===== src/rtl/rr_arb_pkg.sv =====
// ---------------------------------------------------------------------------
// rr_arb_pkg
//   Shared constants and helpers for the round-robin arbiter slice.
//
//   Contents:
//     NUM_REQ_DEFAULT  default number of requesters
//     PTR_W            width of the priority pointer for the default size
//     onehot_to_idx    converts a one-hot vector (up to 32 bits) to its index
//
//   Configuration macro used by this slice: RR_GRANT_HOLD_EN (see rr_arbiter).
// ---------------------------------------------------------------------------
package rr_arb_pkg;

   localparam int NUM_REQ_DEFAULT = 4;
   localparam int PTR_W           = $clog2(NUM_REQ_DEFAULT);

   // Index of the set bit in a one-hot vector. With exactly one bit set the
   // OR of all set-bit indices is that index; an all-zero vector yields 0, so
   // callers qualify the result with their own "any request" flag.
   function automatic int unsigned onehot_to_idx(input logic [31:0] onehot);
      int unsigned idx;
      idx = 0;
      for (int i = 0; i < 32; i++) begin
         if (onehot[i]) begin
            idx = idx | i;
         end
      end
      return idx;
   endfunction

endpackage


===== src/rtl/rr_pick.sv =====
// ---------------------------------------------------------------------------
// rr_pick
//   Combinational round-robin selection. The request vector is rotated right
//   so that index ptr lands at bit 0. A fixed-priority lowest-bit search runs
//   on the rotated vector, and the result is rotated back to requester order.
//
//   Parameters:
//     NUM_REQ     number of requesters (2..32)
//
//   Ports:
//     req         in   NUM_REQ  request vector
//     ptr         in   PW       index of the highest-priority requester
//     grant_next  out  NUM_REQ  one-hot winner (zero when req is zero)
//     winner      out  PW       index of the winner (valid when any_req)
//     any_req     out  1        at least one request is present
// ---------------------------------------------------------------------------
module rr_pick
   import rr_arb_pkg::*;
#(
   parameter int NUM_REQ = NUM_REQ_DEFAULT,
   localparam int PW     = $clog2(NUM_REQ)
) (
   input  logic [NUM_REQ-1:0] req,
   input  logic [PW-1:0]      ptr,
   output logic [NUM_REQ-1:0] grant_next,
   output logic [PW-1:0]      winner,
   output logic               any_req
);

   logic [2*NUM_REQ-1:0] req_doubled;
   logic [2*NUM_REQ-1:0] grant_doubled;
   logic [NUM_REQ-1:0]   req_rot;
   logic [NUM_REQ-1:0]   first_rot;
   int unsigned          first_idx;
   int unsigned          idx_sum;

   // Rotate, isolate the lowest set bit, rotate back. Doubling the vector
   // turns each rotation into a plain shift. x & -x keeps only the lowest
   // set bit, which is the highest-priority request after rotation. The
   // winner index is the rotated index plus ptr, wrapped modulo NUM_REQ.
   always_comb begin
      req_doubled   = {req, req} >> ptr;
      req_rot       = req_doubled[NUM_REQ-1:0];
      first_rot     = req_rot & (~req_rot + NUM_REQ'(1));
      grant_doubled = {first_rot, first_rot} << ptr;
      grant_next    = grant_doubled[2*NUM_REQ-1:NUM_REQ];
      any_req       = |req;

      first_idx = onehot_to_idx(32'(first_rot));
      idx_sum   = first_idx + 32'(ptr);
      if (idx_sum >= 32'(NUM_REQ)) begin
         idx_sum = idx_sum - 32'(NUM_REQ);
      end
      winner = PW'(idx_sum);
   end

endmodule


===== src/rtl/rr_arbiter.sv =====
// ---------------------------------------------------------------------------
// rr_arbiter
//   Registered round-robin arbiter for NUM_REQ requesters sharing one
//   resource. req is sampled on each rising edge of clk, and the one-hot
//   grant for that sample appears one cycle later. After a grant to
//   requester k, requester k+1 (mod NUM_REQ) becomes the highest priority.
//   This rotation means no active requester can be starved.
//
//   Parameters:
//     NUM_REQ  number of requesters (2..32), default 4
//
//   Ports:
//     clk    in   1        rising-edge clock
//     rst_n  in   1        asynchronous active-low reset
//     req    in   NUM_REQ  request vector, bit i = requester i wants access
//     grant  out  NUM_REQ  registered one-hot grant, all-zero when idle
//
//   Configuration:
//     RR_GRANT_HOLD_EN  when defined, the current grantee keeps its grant
//                       while it continues requesting, and the pointer
//                       stays put. When undefined, the grant rotates every
//                       cycle among the active requesters.
// ---------------------------------------------------------------------------
module rr_arbiter
   import rr_arb_pkg::*;
#(
   parameter int NUM_REQ = NUM_REQ_DEFAULT,
   localparam int PW     = $clog2(NUM_REQ)
) (
   input  logic               clk,
   input  logic               rst_n,
   input  logic [NUM_REQ-1:0] req,
   output logic [NUM_REQ-1:0] grant
);

   logic [PW-1:0]      ptr;
   logic [PW-1:0]      ptr_after_win;
   logic [NUM_REQ-1:0] grant_next;
   logic [PW-1:0]      winner;
   logic               any_req;

   rr_pick #(
      .NUM_REQ    (NUM_REQ)
   ) u_pick (
      .req        (req),
      .ptr        (ptr),
      .grant_next (grant_next),
      .winner     (winner),
      .any_req    (any_req)
   );

   // Priority moves to the requester just past the winner, wrapping to 0
   // after the last requester.
   always_comb begin
      if (winner == PW'(NUM_REQ - 1)) begin
         ptr_after_win = '0;
      end else begin
         ptr_after_win = winner + PW'(1);
      end
   end

`ifdef RR_GRANT_HOLD_EN
   logic holding;

   // The grantee is still requesting when its grant bit overlaps req.
   // The grant is one-hot, so at most one requester can match.
   assign holding = |(grant & req);
`endif

   // Grant and pointer registers. When no request is present, the grant
   // clears and the pointer keeps its position. In hold mode, the pointer
   // was already advanced past the grantee when the grant was first won.
   // Rotation therefore resumes from the correct place when the hold ends.
   always_ff @(posedge clk or negedge rst_n) begin
      if (!rst_n) begin
         grant <= '0;
         ptr   <= '0;
      end else begin
`ifdef RR_GRANT_HOLD_EN
         if (holding) begin
            grant <= grant;
         end else if (any_req) begin
            grant <= grant_next;
            ptr   <= ptr_after_win;
         end else begin
            grant <= '0;
         end
`else
         if (any_req) begin
            grant <= grant_next;
            ptr   <= ptr_after_win;
         end else begin
            grant <= '0;
         end
`endif
      end
   end

endmodule


===== config.mk =====
export PLATFORM = sky130hd
export DESIGN_NAME = rr_arbiter
export DESIGN_NICKNAME = d
export VERILOG_FILES = /design/src/rtl/rr_arb_pkg.sv /design/src/rtl/rr_pick.sv /design/src/rtl/rr_arbiter.sv
export SDC_FILE = /design/constraint.sdc
export NUM_CORES = 1
export LEC_CHECK = 0
export CAP_MARGIN = 5
export CORE_AREA = 2 2 39 41
export DETAILED_ROUTE_END_ITERATION = 8
export DIE_AREA = 0 0 41 43
export GPL_TIMING_DRIVEN = 0
export PLACE_DENSITY = 0.74
export SLEW_MARGIN = 20
export SYNTH_ARGS = -nofsm -noshare
export SYNTH_HDL_FRONTEND = slang
export SYNTH_SLANG_ARGS = --single-unit

===== constraint.sdc =====
create_clock -name clk -period 2.7 [get_ports clk]
set_input_delay 0.54 -clock clk [delete_from_list [all_inputs] [get_ports clk]]
set_output_delay 0.54 -clock clk [all_outputs]
set_load 0.01 [all_outputs]

==> summary.txt <==
Run status
  • Status: finished, final reports clean

Critical path
  • Worst Path Max Fanout: 6
  • Worst path cell trace: clkdlybuf4s50_1, inv_2, o21ai_0, a21oi_1, nor3_1, a21oi_1, ha_1, xor2_1, a21oi_1, nand2b_1, xnor2_1
  • Critical Path Source Type: input port
  • CP most frequent cell: a21oi_1
  • CP max stage cell: clkdlybuf4s50_1
  • Critical path type: in -> reg
  • CP endpoint kind: flop
  • Worst path required time: about 2800 ps
  • Critical Path Max Stage Delay: approximately 580 ps
  • Arrival @ worst endpoint: 2600 ps

Clock network
  • Cts repair resizes: 0
  • Clock latency at the later pin of the worst-skew pair: 240 ps
  • CTS tree: yes
  • Hold buffers post-CTS: 0
  • Post-CTS Setup Bufs: 0
  • Total CTS buffers: 3
  • CTS root buffer: clkbuf_4
  • CTS Buffer Depth: 2
  • Clock sink total: 6
  • H-tree depth: 1
  • CTS clk-pin slew, worst paths: 40 ps

Placed design
  • GP Congestion: 0.730
  • # port buffers: 9
  • Detail Placement HPWL: 731 um

Power
  • Pwr dens: 927 mW/mm2
  • Leak: 0.281 nW
  • Tot Pwr: 0.604 mW
  • Max VDD drop: 0.443 mV

Synthesis
  • Synth warnings: 0
  • Synth cell types: 28
  • Syn nets: 64
  • FF+latch count, synth: 6
  • Top-area cell type share of the netlist area: 0.289
  • Mapped Area: 519 um2
  • Avg Cell Area, Syn: between 9 and 10 um2
  • Mapped Cells: 57
  • Most instantiated cells after synthesis: 8 x a21oi_1, 6 x dfrtp_1, 5 x buf_6, 5 x nor2_1
  • Top-count cell post-synth: a21oi_1
  • Ranking of synthesized cells by area: dfrtp_1 29%, buf_6 11%, a21oi_1 7.7%, nor4b_4 4.6%, o21ai_0 3.9%
  • EDFF count, synth: 0
  • Asr flop ratio synth: 1.00
  • Cell taking the most area after synthesis: dfrtp_1
  • Dominant synthesized flop cell: dfrtp_1
  • Seq/Total Area, Yosys: 0.289

Timing
  • Final setup violation count: 0
  • Tcrit/Tclk final: 0.919
  • Endpoints failing hold: 0
  • RSZ-0062 raised after global routing: false
  • Worst rel slew slack: 0.749
  • Fmax achieved: 0.403 GHz
  • TNS Setup: 0 ps
  • Min Clock Period, post-route: approximately 2500 ps
  • Final-report max-slew violation count: 0
  • Slew at the pin with the worst max-slew slack: 376 ps
  • Clock skew: 1.86 ps

Route
  • Iter 0 DRT Violations: 6
  • DRC violations left: 0
  • Vias: 445
  • Vias/cell: 5.24
  • DR pass1 iterations: 4
  • Highest Signal Layer: met3
  • Routed wl met3: 35 um
  • Remaining antenna violation count: 0
  • WL/cell: approximately 11 um
  • Metal2 WL: 482 um
  • WL met1: 425 um
  • Final WL: 944 um

Die
  • Die area: about 0.0018 mm2
  • Initial Util: 0.375
  • Die Width: just over 40 um
  • Row cnt: 14
  • Core outline area: 0.00138 mm2
  • Vert. Die Dim: 43 um
  • # IOs: 10

Finish
  • Share of cells above drive strength 1: 0.217
  • Area grow syn2layout: 25.5%
  • Post-Route Utilization: 0.471
  • Nets: 78
  • Antenna cells: 0

Global routing
  • Vias in the first global route: 404
  • GRT Util Overall: 0.134
  • Overflow after GRT: 0
  • Antenna violations before repair: 0
  • Largest net degree at the start of global routing: 11
  • First-pass GRT wire length: 1.64 mm

Min path
  • Min-Delay Path Class: in -> async

Flow run
  • Max Cap Viol: 0
worst max-delay path, delay by kind of cell:
family	cells	cell delay [ps]
AOI/OAI and AO/OA	4	390
and+or+nand+nor	2	340
buffers and inverters	2	680
xor gates and xnor gates	2	330
adders and majority gates	1	320
placed cells by master (no fill, tap or decap):
master	count
a21oi_1	8
a2bb2oi_1	1
and2_1	1
and3_2	1
and4b_1	1
buf_6	5
clkbuf_1	1
clkbuf_4	3
clkdlybuf4s50_1	9
dfrtp_1	6
ha_1	1
inv_1	1
inv_2	1
nand2_1	4
nand2b_1	1
nand4_1	1
nor2_1	5
nor2b_1	1
nor3_1	1
nor3b_1	2
nor4b_1	1
nor4b_4	1
nor4bb_1	1
o211a_1	1
o21ai_0	4
o22a_2	2
o22ai_1	1
o41ai_2	1
or4_4	1
xnor2_1	1
xor2_1	1
cells by family (layout without fill, tap and decap cells):
logic type / Yosys count / after routing / synth area share
and+or+nand+nor: 22 / 22 / 0.289
AOI/OAI and AO/OA: 18 / 18 / 0.234
buffers and inverters: 8 / 20 / 0.130
DFF: 6 / 6 / 0.289
xor gates and xnor gates: 2 / 2 / 0.0337
adders and majority gates: 1 / 1 / 0.0241
routing by layer:
layer	track usage	up-vias
met5	0	-
met4	0.0800	0
met3	0.0157	0
met2	0.209	9
met1	0.166	205
li1	-	231
stage by stage:
step                      setup slack, ps  std cells  instance area, um2  hold WS [ps]
after floorplan                       733         57                 519           244
final                                 219         85                 652           533
after CTS                             184         85                 652           533
after global routing                 48.9         85                 652           548
after detailed placement            -71.4         82                 629           719
after global placement              -17.5         82                 629           734
final cells by class:
type	instances	area, um2
clock buffers	3	22.5
inverters	2	7.51
plain buffers	6	60.1
well taps	16	20.0
flip-flops and latches	6	150
fillers	136	732
repair buffers	9	90.1
multi-input cells	43	302
final timing paths:
kind,endpoint,depth (start not counted),from,slack [ps]
worst max-delay path,ptr[1],11,req[0],220
worst max register to register,ptr[1],11,ptr[1],600
worst min-delay path,ptr[0],1,rst_n,530
worst min register to register,ptr[0],2,ptr[0],740
min in group clk,ptr[0],2,ptr[0],740
max in group asynchronous,grant[0],1,rst_n,1960
state kept, by name, indices dropped and copies added (netlist names):
signal	cells
ptr	2
grant	4
power by group:
part	internal (mW)	switching, mW
sequential	0.126	0.0200
clock	0.0500	0.0286
combinational	0.196	0.183
Power figures use the tool's default switching activity.
